File: src/rtl/tbird_light_seq_if.sv
// Signal bundle between the clock divider/request logic and the tail-light
// sequencer. The master side drives the divided enable and the turn/hazard
// requests; the slave (the sequencer) returns the step pulse and lamp pattern.
interface tbird_light_seq_if;
    logic       clk_en;
    logic       left;
    logic       right;
    logic       hazard;
    logic       step;
    logic [2:0] l_lamp;
    logic [2:0] r_lamp;

    modport master (
        output clk_en, left, right, hazard,
        input  step, l_lamp, r_lamp
    );

    modport slave (
        input  clk_en, left, right, hazard,
        output step, l_lamp, r_lamp
    );
endinterface

File: src/rtl/tbird_light_seq.sv
// Thunderbird tail-light sequencer.
// Converts each rising edge of the divided enable into a one-cycle step pulse
// and advances a Moore FSM on that pulse. The FSM drives the left/right lamp
// patterns for the turn signals and the hazard flasher.
module tbird_light_seq #(
    parameter bit IDLE_ON = 1'b0
) (
    input  logic              clk,
    input  logic              rst,
    tbird_light_seq_if.slave  bus
);

    typedef enum logic [2:0] {
        IDLE = 3'd0,
        L1   = 3'd1,
        L2   = 3'd2,
        L3   = 3'd3,
        R1   = 3'd4,
        R2   = 3'd5,
        R3   = 3'd6,
        HAZ  = 3'd7
    } state_t;

    localparam logic [2:0] IDLE_PAT = IDLE_ON ? 3'b111 : 3'b000;

    state_t     state;
    state_t     state_next;
    logic       clk_en_q;
    logic       step;
    logic       req_h;
    logic       req_l;
    logic       req_r;
    logic [2:0] l_lamp;
    logic [2:0] r_lamp;

    // Delay the divided enable by one cycle for rising-edge detection.
    // NOTE: sequential state uses non-blocking assignments so every register
    // samples the pre-edge values regardless of block ordering.
    always_ff @(posedge clk or negedge rst) begin
        if (!rst) begin
            // Held at 1 so an enable already high when reset releases is not
            // mistaken for a fresh rising edge.
            clk_en_q <= 1'b1;
        end else begin
            clk_en_q <= bus.clk_en;
        end
    end

    assign step = bus.clk_en & ~clk_en_q;

    // Requests decoded by priority: hazard (or both turns) beats a single turn.
    assign req_h = bus.hazard | (bus.left & bus.right);
    assign req_l = bus.left  & ~bus.right & ~bus.hazard;
    assign req_r = bus.right & ~bus.left  & ~bus.hazard;

    // State register: advances only on step cycles, otherwise holds.
    always_ff @(posedge clk or negedge rst) begin
        if (!rst) begin
            state <= IDLE;
        end else if (step) begin
            state <= state_next;
        end
    end

    // Next-state logic; started sequences always run to completion.
    always_comb begin
        // NOTE: assigning a default before the case keeps this purely
        // combinational; a path that leaves it unassigned would infer a latch.
        state_next = IDLE;
        case (state)
            IDLE: begin
                if (req_h) begin
                    state_next = HAZ;
                end else if (req_l) begin
                    state_next = L1;
                end else if (req_r) begin
                    state_next = R1;
                end else begin
                    state_next = IDLE;
                end
            end
            L1:      state_next = L2;
            L2:      state_next = L3;
            L3:      state_next = IDLE;
            R1:      state_next = R2;
            R2:      state_next = R3;
            R3:      state_next = IDLE;
            HAZ:     state_next = IDLE;
            default: state_next = IDLE;
        endcase
    end

    // Moore lamp decode from the current state only.
    always_comb begin
        l_lamp = 3'b000;
        r_lamp = 3'b000;
        case (state)
            IDLE: begin
                l_lamp = IDLE_PAT;
                r_lamp = IDLE_PAT;
            end
            L1:  l_lamp = 3'b001;
            L2:  l_lamp = 3'b011;
            L3:  l_lamp = 3'b111;
            R1:  r_lamp = 3'b001;
            R2:  r_lamp = 3'b011;
            R3:  r_lamp = 3'b111;
            HAZ: begin
                l_lamp = 3'b111;
                r_lamp = 3'b111;
            end
            default: begin
                l_lamp = IDLE_PAT;
                r_lamp = IDLE_PAT;
            end
        endcase
    end

    assign bus.step   = step;
    assign bus.l_lamp = l_lamp;
    assign bus.r_lamp = r_lamp;

endmodule

File: src/flat_wrapper.sv
// flat-port wrapper written by rule: the top's interface ports become plain ports
module tbird_light_seq_flat 
#(
    parameter bit IDLE_ON = 1'b0
)
  (clk, rst, bus_clk_en, bus_left, bus_right, bus_hazard, bus_step, bus_l_lamp, bus_r_lamp);
  tbird_light_seq_if bus_i ();
  input  logic clk;
  input  logic rst;
  input wire logic [$bits(bus_i.clk_en)-1:0] bus_clk_en;
  input wire logic [$bits(bus_i.left)-1:0] bus_left;
  input wire logic [$bits(bus_i.right)-1:0] bus_right;
  input wire logic [$bits(bus_i.hazard)-1:0] bus_hazard;
  output wire logic [$bits(bus_i.step)-1:0] bus_step;
  output wire logic [$bits(bus_i.l_lamp)-1:0] bus_l_lamp;
  output wire logic [$bits(bus_i.r_lamp)-1:0] bus_r_lamp;
  assign bus_i.clk_en = bus_clk_en;
  assign bus_i.left = bus_left;
  assign bus_i.right = bus_right;
  assign bus_i.hazard = bus_hazard;
  assign bus_step = bus_i.step;
  assign bus_l_lamp = bus_i.l_lamp;
  assign bus_r_lamp = bus_i.r_lamp;
  tbird_light_seq #(.IDLE_ON(IDLE_ON)) u_core (.clk(clk), .rst(rst), .bus(bus_i));
endmodule
File: config.mk
export PLATFORM = sky130hd
export DESIGN_NAME = tbird_light_seq_flat
export DESIGN_NICKNAME = d
export VERILOG_FILES = /design/src/rtl/tbird_light_seq_if.sv /design/src/rtl/tbird_light_seq.sv /design/src/flat_wrapper.sv
export SDC_FILE = /design/constraint.sdc
export NUM_CORES = 1
export LEC_CHECK = 0
export BUFFER_PORTS_ARGS = -buffer_cell sky130_fd_sc_hd__buf_2
export CAP_MARGIN = 20
export CELL_PAD_IN_SITES_DETAIL_PLACEMENT = 0
export CELL_PAD_IN_SITES_GLOBAL_PLACEMENT = 1
export CORE_AREA = 2 2 39 41
export CTS_CLUSTER_DIAMETER = 120
export DETAILED_ROUTE_END_ITERATION = 8
export DIE_AREA = 0 0 41 43
export HOLD_SLACK_MARGIN = 0.1
export PLACE_DENSITY_LB_ADDON = 0.1
export SLEW_MARGIN = 30
export SYNTH_ARGS = -nofsm -noshare
export SYNTH_HDL_FRONTEND = slang
export SYNTH_SLANG_ARGS = --single-unit
File: constraint.sdc
create_clock -name clk -period 1.42 [get_ports clk]
set_input_delay 0.284 -clock clk [delete_from_list [all_inputs] [get_ports clk]]
set_output_delay 0.284 -clock clk [all_outputs]
set_load 0.02 [all_outputs]
==> results.sh, run 1 <==
export IMPL_status="finished clean"
export IMPL_vias=240
export IMPL_clk_path_buf_depth=2
export IMPL_cts_tree="done"
export IMPL_grt_pass1_vias=237
export IMPL_slowest_stage="dfstp_2"
export IMPL_layout_cells_non_filler=59
export IMPL_syn_area_um2=221
export IMPL_cp_required_ns=1.14
export IMPL_slew_viol_final=0
export IMPL_syn_nets=31
export IMPL_finalHoldViolCount=0
export IMPL_powerDensity_nw_per_um2=2330
export IMPL_clock_latency_ns=0.23
export IMPL_drt_initial_drc_count=6
export IMPL_synth_edff_count=0
export IMPL_antenna_found_initial=0
export IMPL_drc=0
export IMPL_yosys_warnings=0
export IMPL_firstDrtPassIters=4
export IMPL_drive_above_1_share_pct=55.8
export IMPL_max_stage_delay_ns=0.51
export IMPL_overflow=0
export IMPL_reg2reg_slack_ns=0.14
export IMPL_worstMarginPinSlew_ns=0.211
export IMPL_fin_util_pct=26.5
export IMPL_cts_buffers=3
export IMPL_synth_common_cells="dfrtp_1 (3), nor2_1 (3), inv_1 (2)"
export IMPL_hold_end="u_core.clk_en_q"
export IMPL_cp_cell_sequence="nand2b_4, inv_2, buf_2"
export IMPL_seq_area_um2=103
export IMPL_hpwl_um=473
export IMPL_syn_to_final_growth_pct=65.5
export IMPL_clkTransAtPathRegs_ns=0.04
export IMPL_grt_use_total_pct=7.75
export IMPL_start_kind="flip-flop"
export IMPL_dieWidth_um=41
export IMPL_grt_max_degree=9
export IMPL_hold_start="bus_clk_en"
export IMPL_avgSynthCellArea_um2=8.86
export IMPL_cp_max_fo=6
export IMPL_cts_root_buffer="clkbuf_4"
export IMPL_synth_seq_cells=4
export IMPL_ys_seq_area_share_pct=45.8
export IMPL_synthFlopType="dfrtp_1"
export IMPL_critPathLaunch="u_core.clk_en_q"
export IMPL_yosys_top_cells_area="dfrtp_1 (34%), dfstp_2 (12%), nor2_1 (5.1%), a221oi_1 (4.0%), a2bb2oi_1 (4.0%)"
export IMPL_post_place_ws_ns=0.138
export IMPL_nNetsFinal=50
export IMPL_setup_violations_final=0
export IMPL_period_share_pct=96.2
export IMPL_multiInputGateArea_um2=119
export IMPL_p_leak_nw=0.191
export IMPL_reg2reg_to="u_core.state[0]"
export IMPL_die_area_um2=1760
export IMPL_rsz0062_at_grt="no"
export IMPL_wire_per_inst_um=9.92
export IMPL_fp_coreArea_um2=1380
export IMPL_slew_headroom_pct=85.8
export IMPL_via_per_inst=4.07
export IMPL_clock_skew_ns=0.00218
export IMPL_worst_r2r_startpoint="u_core.state[1]"
export IMPL_hp_class="primary input to flip-flop"
export IMPL_cp_arrival_ns=1.08
export IMPL_wl_um=585
export IMPL_gp_congestion=0.737
export IMPL_synthCells=25
export IMPL_numPortBuffers=12
export IMPL_post_synth_top_area_cell="dfrtp_1"
export IMPL_synth_top_area_share_pct=33.9
export IMPL_synthDistinctLibCells=20
export IMPL_async_flop_share_pct=100
export IMPL_peakVddDrop_mv=0.527
export IMPL_die_h_um=43
export IMPL_period_minus_slack_ns=1.37
export IMPL_initial_core_util_pct=16.0
export IMPL_detail_route_antenna_nets=0
export IMPL_htreeDepth=1
export IMPL_grt_pass1_wl_um=903
export IMPL_tns_ns=0
export IMPL_nFillCells=154
export IMPL_path_class="flip-flop to primary output"
export IMPL_worstRegToRegCells=3
export IMPL_antenna_cells=0
export IMPL_io_pins=13
export IMPL_dp_cells=53
export IMPL_max_freq_mhz=732
export IMPL_clock_sinks=4
export IMPL_worstHoldPathCells=1
export IMPL_setup_ws_ns=0.0540
export IMPL_crit_path_end_kind="primary output"
export IMPL_max_cap_violations=0
export IMPL_rows=14
## registers in the layout, indices dropped and copies added, names as in the netlist
signal / count
u_core.state: 3
u_core.clk_en_q: 1
## critical path, delay by kind of cell, from the launching register on
family / cells / cell delay (ns)
buffers and inverters: 2 / 0.22
and+or+nand+nor: 1 / 0.13
DFF: 1 / 0.51
## kinds of logic (layout without fill, tap and decap cells)
kind of cell / Yosys count / in the layout / synth area share [%]
buffers and inverters: 4 / 22 / 6.78
AO/OA/AOI/OAI: 7 / 7 / 22.6
AND/OR/NAND/NOR: 10 / 10 / 24.9
flip-flops: 4 / 4 / 45.8
## what timing repair did
item / 4_1_cts / 5_1_grt
hold buffers: 1 / 0
gates resized for setup: 2 / 4
hold endpoints to repair: 4 / 0
buffers inserted: 0 / 1
gates cloned: 0 / 0
endpoints found under the setup margin: 2 / 2
## power breakdown
| part | switching, mW | internal [mW] |
|---|---|---|
| clock network | 0.0452 | 0.105 |
| registers | 0.0678 | 0.163 |
| logic | 0.260 | 0.212 |
| total | 0.373 | 0.481 |
## per-stage QoR
| stage | instance area [µm²] | power (mW) | hold WS, ns |
|---|---|---|---|
| floorplan | 221 | 0.498 | -0.0116 |
| global route | 367 | 0.916 | 0.179 |
| global placement | 305 | 0.659 | 0.0961 |
| detailed placement | 305 | 0.652 | 0.0960 |
| CTS | 349 | 0.819 | 0.177 |
| finish | 367 | 0.853 | 0.185 |
## routing by layer
| layer | track usage (%) | wire (µm) |
|---|---|---|
| met2 | 11.3 | 304 |
| met4 | 6.00 | 0 |
| met3 | 1.57 | 31 |
| met1 | 9.42 | 250 |
| met5 | 0 | 0 |
## worst max path at each step
stage          cells after the start              end
3_3_place_gp                       3  u_core.state[0]
3_5_place_dp                       3  u_core.state[0]
6_report                           3         bus_step
5_1_grt                            3    bus_l_lamp[0]
2_1_floorplan                      2    bus_l_lamp[0]
4_1_cts                            3    bus_l_lamp[0]
## placed cells by master (no fill, tap or decap), types with 2 or more instances in the layout
| cell | instances |
|---|---|
| buf_4 | 3 |
| buf_2 | 11 |
| inv_1 | 2 |
| dfrtp_1 | 2 |
| nor2_1 | 2 |
| clkbuf_4 | 3 |
## layout make-up
cell class | instances | share of cell area [%]
clock buffers | 4 | 7.17
well taps | 16 | 5.46
repair buffers | 15 | 23.9
inverters | 3 | 3.07
flip-flops and latches | 4 | 28.0
multi-input cells | 17 | 32.4
Power figures use the tool's default switching activity.
==> inputs of run 2 (changes only) <==
--- a/config.mk
+++ b/config.mk
@@ -14,7 +14,7 @@
 export DETAILED_ROUTE_END_ITERATION = 8
 export DIE_AREA = 0 0 41 43
 export HOLD_SLACK_MARGIN = 0.1
-export PLACE_DENSITY_LB_ADDON = 0.1
+export PLACE_DENSITY = 0.57
 export SLEW_MARGIN = 30
 export SYNTH_ARGS = -nofsm -noshare
 export SYNTH_HDL_FRONTEND = slang
==> results.sh, run 2 (synthesis gave the netlist of run 1 again) <==
export IMPL_status="finished clean"
export IMPL_drc=0
export IMPL_reg_top3="u_core.state x3, u_core.clk_en_q x1"
export IMPL_period_share_pct=96.3
export IMPL_htreeDepth=1
export IMPL_clock_sinks=4
export IMPL_antenna_cells=0
export IMPL_die_h_um=43
export IMPL_fp_coreArea_um2=1380
export IMPL_total_power_uw=811
export IMPL_layout_commonest_cell="buf_2"
export IMPL_clock_latency_ns=0.24
export IMPL_nNetsFinal=49
export IMPL_path_class="flip-flop to primary output"
export IMPL_hp_class="primary input to flip-flop"
export IMPL_slew_headroom_pct=83.8
export IMPL_die_area_um2=1760
export IMPL_wire_per_inst_um=9.29
export IMPL_cts_tree="done"
export IMPL_start_kind="flip-flop"
export IMPL_slew_viol_final=0
export IMPL_vias=247
export IMPL_worstMarginPinSlew_ns=0.243
export IMPL_syn_to_final_growth_pct=59.3
export IMPL_firstDrtPassIters=2
export IMPL_setup_violations_final=0
export IMPL_grt_pass1_vias=231
export IMPL_max_cap_violations=0
export IMPL_wl_um=539
export IMPL_grt_pass1_wl_um=897
export IMPL_mostFrequentLayoutCells="buf_2 (12), clkbuf_4 (3), inv_1 (2), nor2_1 (2), dfrtp_1 (2)"
export IMPL_dp_cells=52
export IMPL_io_pins=13
export IMPL_regMostFlops="u_core.state"
export IMPL_peakVddDrop_mv=0.345
export IMPL_finalHoldViolCount=0
export IMPL_powerDensity_nw_per_um2=2300
export IMPL_detail_route_antenna_nets=0
export IMPL_cts_root_buffer="clkbuf_4"
export IMPL_crit_path_end_kind="primary output"
export IMPL_hpwl_um=409
export IMPL_initial_core_util_pct=16.0
export IMPL_drt_initial_drc_count=2
export IMPL_layout_cells_non_filler=58
export IMPL_numPortBuffers=12
export IMPL_period_minus_slack_ns=1.37
export IMPL_max_freq_mhz=731
export IMPL_cts_buffers=3
export IMPL_drive_above_1_share_pct=52.4
export IMPL_cp_arrival_ns=1.08
export IMPL_largest_register_ff_count=3
export IMPL_clock_skew_ns=0.00581
export IMPL_cp_max_fo=6
export IMPL_clk_path_buf_depth=2
export IMPL_antenna_found_initial=0
export IMPL_gp_congestion=0.712
export IMPL_grt_max_degree=9
export IMPL_via_per_inst=4.26
export IMPL_dieWidth_um=41
export IMPL_overflow=0
export IMPL_rows=14
export IMPL_cp_required_ns=1.14
export IMPL_grt_use_total_pct=8.53
export IMPL_clkTransAtPathRegs_ns=0.04
export IMPL_p_leak_nw=0.186
## run 2: changes by cell type in the layout (fill, tap and decap cells not counted), sizes merged
cell | previous run | this run
buf | 14 | 13
## run 2: worst paths after layout
| kind | depth (start not counted) | endpoint | slack, ns | from |
|---|---|---|---|---|
| max in group asynchronous | 2 | u_core.clk_en_q | 0.84 | rst |
| min | 1 | u_core.clk_en_q | 0.18 | bus_clk_en |
| min reg2reg | 1 | u_core.state[2] | 0.55 | u_core.state[1] |
| max | 3 | bus_step | 0.05 | u_core.clk_en_q |
| max reg2reg | 3 | u_core.state[0] | 0.16 | u_core.state[1] |
| min in group asynchronous | 2 | u_core.state[2] | 0.37 | rst |
## run 2: per-layer routing
layer | vias up | track usage, % | routed length, µm
met4 | 0 | 10.0 | 0
met5 | - | 0 | 0
met1 | 121 | 7.07 | 187
met3 | 0 | 4.71 | 18
li1 | 121 | - | -
met2 | 5 | 12.2 | 333
## run 2: stage by stage
stage	instance area [µm²]	TNS [ns]	utilization, %	worst slack (ns)	hold slack (ns)
final	353	0	25.5	0.0529	0.183
after global routing	353	-0.00209	25.5	-0.00209	0.172
after CTS	342	0	24.7	0.0366	0.174
after detailed placement	298	0	21.5	0.153	0.0934
after global placement	298	0	21.5	0.140	0.0958
after floorplan	221	0	-	0.173	-0.0116
## run 2: power by group
part	total [mW]	internal, mW	switching, mW
Combinational	0.419	0.180	0.239
Sequential	0.236	0.163	0.0731
Clock	0.157	0.106	0.0509
## run 2: layout make-up
cell class	instances	area, µm²
Clock buffer	4	26.3
Tap cell	16	20.0
Fill cell	161	1030
Sequential cell	4	103
Inverter	3	11.3
Timing Repair Buffer	14	77.6
Multi-Input combinational cell	17	115
## run 2: timing repair
| action | CTS | global route |
|---|---|---|
| resized for setup | 1 | 3 |
| endpoints found under the hold margin | 4 | 0 |
| setup endpoints to repair | 1 | 2 |
| hold buffers | 1 | 0 |
| setup buffers | 0 | 1 |
## run 2: critical path, cell delays in order (launching register included)
cell	delay (ns)
dfstp_2	0.51
nand2b_4	0.12
inv_2	0.06
buf_2	0.15
==> inputs of run 3 (changes only) <==
--- a/config.mk
+++ b/config.mk
@@ -5,6 +5,7 @@
 export SDC_FILE = /design/constraint.sdc
 export NUM_CORES = 1
 export LEC_CHECK = 0
+export ABC_AREA = 1
 export BUFFER_PORTS_ARGS = -buffer_cell sky130_fd_sc_hd__buf_2
 export CAP_MARGIN = 20
 export CELL_PAD_IN_SITES_DETAIL_PLACEMENT = 0
@@ -14,7 +15,7 @@
 export DETAILED_ROUTE_END_ITERATION = 8
 export DIE_AREA = 0 0 41 43
 export HOLD_SLACK_MARGIN = 0.1
-export PLACE_DENSITY = 0.57
+export PLACE_DENSITY = 0.62
 export SLEW_MARGIN = 30
 export SYNTH_ARGS = -nofsm -noshare
 export SYNTH_HDL_FRONTEND = slang
==> results.sh, run 3 <==
export IMPL_via_per_inst=3.70
export IMPL_period_share_pct=95.3
export IMPL_layout_commonest_cell="nand2_1"
export IMPL_layout_cells_non_filler=69
export IMPL_regMostFlops="u_core.state"
export IMPL_die_area_um2=1760
export IMPL_stdcell_area_um2=358
export IMPL_grt_max_degree=8
export IMPL_gp_congestion=0.659
export IMPL_finalHoldViolCount=0
export IMPL_cts_root_buffer="clkbuf_4"
export IMPL_cp_cell_sequence="nor2_1, a21oi_1, buf_2"
export IMPL_synthCells=37
export IMPL_io_pins=13
export IMPL_reg2reg_slack_ns=0.49
export IMPL_synthFlopType="dfrtp_1"
export IMPL_dieWidth_um=41
export IMPL_cts_buffers=3
export IMPL_crit_family="flip-flops"
export IMPL_hp_class="primary input to flip-flop"
export IMPL_synth_common_cells="nand2_1 (15), inv_1 (5), nor2_1 (4)"
export IMPL_max_freq_mhz=739
export IMPL_synth_compound_area_share_pct=9.23
export IMPL_syn_area_um2=244
export IMPL_period_minus_slack_ns=1.35
export IMPL_clk_path_buf_depth=2
export IMPL_fp_coreArea_um2=1380
export IMPL_clock_skew_ns=0.00641
export IMPL_synth_top_area_share_pct=30.8
export IMPL_synthDistinctLibCells=13
export IMPL_grt_pass1_vias=220
export IMPL_worst_r2r_startpoint="u_core.state[2]"
export IMPL_antenna_found_initial=0
export IMPL_synth_seq_cells=4
export IMPL_numPortBuffers=12
export IMPL_yosysMostFrequentCell="nand2_1"
export IMPL_wire_per_inst_um=8.06
export IMPL_synthXorXnorAreaFrac_pct=0
export IMPL_slowest_stage="dfrtp_2"
export IMPL_clock_latency_ns=0.24
export IMPL_vias=255
export IMPL_crit_path_end_kind="primary output"
export IMPL_synthAdderAreaFrac_pct=0
export IMPL_grt_pass1_wl_um=800
export IMPL_mostFrequentLayoutCells="nand2_1 (15), buf_2 (12), inv_1 (5)"
export IMPL_drive_above_1_share_pct=35.8
export IMPL_synth_edff_count=0
export IMPL_antenna_cells=0
export IMPL_htreeDepth=1
export IMPL_syn_nets=43
export IMPL_slew_viol_final=0
export IMPL_clock_sinks=4
export IMPL_detail_route_antenna_nets=0
export IMPL_critical_path_buf_inv_count=1
export IMPL_cp_arrival_ns=1.07
export IMPL_largest_register_ff_count=3
export IMPL_peakVddDrop_mv=0.617
export IMPL_syn_to_final_growth_pct=46.7
export IMPL_critPathLaunch="u_core.state[1]"
export IMPL_setup_violations_final=0
export IMPL_yosys_top_cells_area="dfrtp_1 (31%), nand2_1 (23%), dfstp_2 (11%), inv_1 (7.7%), nor2_1 (6.2%)"
export IMPL_ys_seq_area_share_pct=41.5
export IMPL_firstDrtPassIters=4
export IMPL_drt_initial_drc_count=4
export IMPL_cp_max_fo=7
export IMPL_max_cap_violations=0
export IMPL_yosys_warnings=0
export IMPL_avgSynthCellArea_um2=6.59
export IMPL_reg_top3="u_core.state x3, u_core.clk_en_q x1"
export IMPL_grt_use_total_pct=6.85
export IMPL_total_power_uw=788
export IMPL_start_kind="flip-flop"
export IMPL_slew_headroom_pct=86.4
export IMPL_initial_core_util_pct=17.6
export IMPL_synthSimpleGateAreaFrac_pct=38.5
export IMPL_powerDensity_nw_per_um2=2200
export IMPL_dpl_instance_area_um2=320
export IMPL_status="finished clean"
export IMPL_reg2reg_to="u_core.state[1]"
export IMPL_p_leak_nw=0.213
export IMPL_hpwl_um=437
export IMPL_worstMarginPinSlew_ns=0.204
export IMPL_dp_cells=64
export IMPL_tns_ns=0
export IMPL_cp_num_cells=3
export IMPL_rows=14
export IMPL_nNetsFinal=60
export IMPL_clkTransAtPathRegs_ns=0.04
export IMPL_cp_required_ns=1.14
export IMPL_wl_um=556
export IMPL_die_h_um=43
export IMPL_cts_tree="done"
export IMPL_nFillCells=162
export IMPL_muxShareOfSynthArea_pct=0
export IMPL_post_synth_top_area_cell="dfrtp_1"
export IMPL_max_stage_delay_ns=0.43
export IMPL_overflow=0
export IMPL_worstRegToRegCells=7
export IMPL_async_flop_share_pct=100
export IMPL_path_class="flip-flop to primary output"
export IMPL_drc=0
export IMPL_synth_top_family_by_area="simple AND/OR/NAND/NOR gates"
export IMPL_endpoint="bus_l_lamp[0]"
[run 3: how the worst min path moves through the flow]
stage                     from         endpoint  slack [ns]  depth (start not counted)
floorplan                  rst  u_core.state[0]       -0.01                          0
finish              bus_clk_en  u_core.clk_en_q        0.17                          1
global route        bus_clk_en  u_core.clk_en_q        0.15                          1
CTS                 bus_clk_en  u_core.clk_en_q        0.15                          1
global placement           rst  u_core.state[2]         0.1                          1
detailed placement         rst  u_core.state[2]         0.1                          1
[run 3: timing repair]
item	CTS	global route
hold buffers	1	0
hold endpoints to repair	4	0
setup buffers	0	0
setup endpoints to repair	0	2
gates resized for setup	0	1
[run 3: logic make-up after synthesis]
group,after synthesis
flip-flops,4
buffers and inverters,7
AO/OA/AOI/OAI,4
AND/OR/NAND/NOR,22
[run 3: per-stage QoR]
step                      setup slack (ns)  utilization (%)  hold slack (ns)
after floorplan                      0.266                -          -0.0116
after global placement               0.304             23.1           0.0951
after detailed placement             0.275             23.1           0.0964
after CTS                           0.0172             25.8            0.155
after global routing            -0.0000164             25.9            0.152
final                               0.0662             25.9            0.166
[run 3: area by class of cell]
cell class	count	area [µm²]	share of cell area [%]
tap	16	20.0	5.59
clock buffer	4	26.3	7.34
sequential	4	103	28.7
timing repair buffer	13	70.1	19.6
multi-input combinational	26	116	32.5
inverter	6	22.5	6.29
[run 3: report_power, final]
group | internal (mW) | switching, mW | total (mW)
sequential | 0.161 | 0.0590 | 0.220
combinational | 0.141 | 0.272 | 0.412
clock | 0.106 | 0.0500 | 0.156
total | 0.407 | 0.381 | 0.788
[run 3: metal layers]
metal | track usage, % | part of all wire, %
met1 | 7.79 | 50
met2 | 10.0 | 43
met3 | 1.57 | 6.5
met4 | 6.00 | 0
met5 | 0 | 0
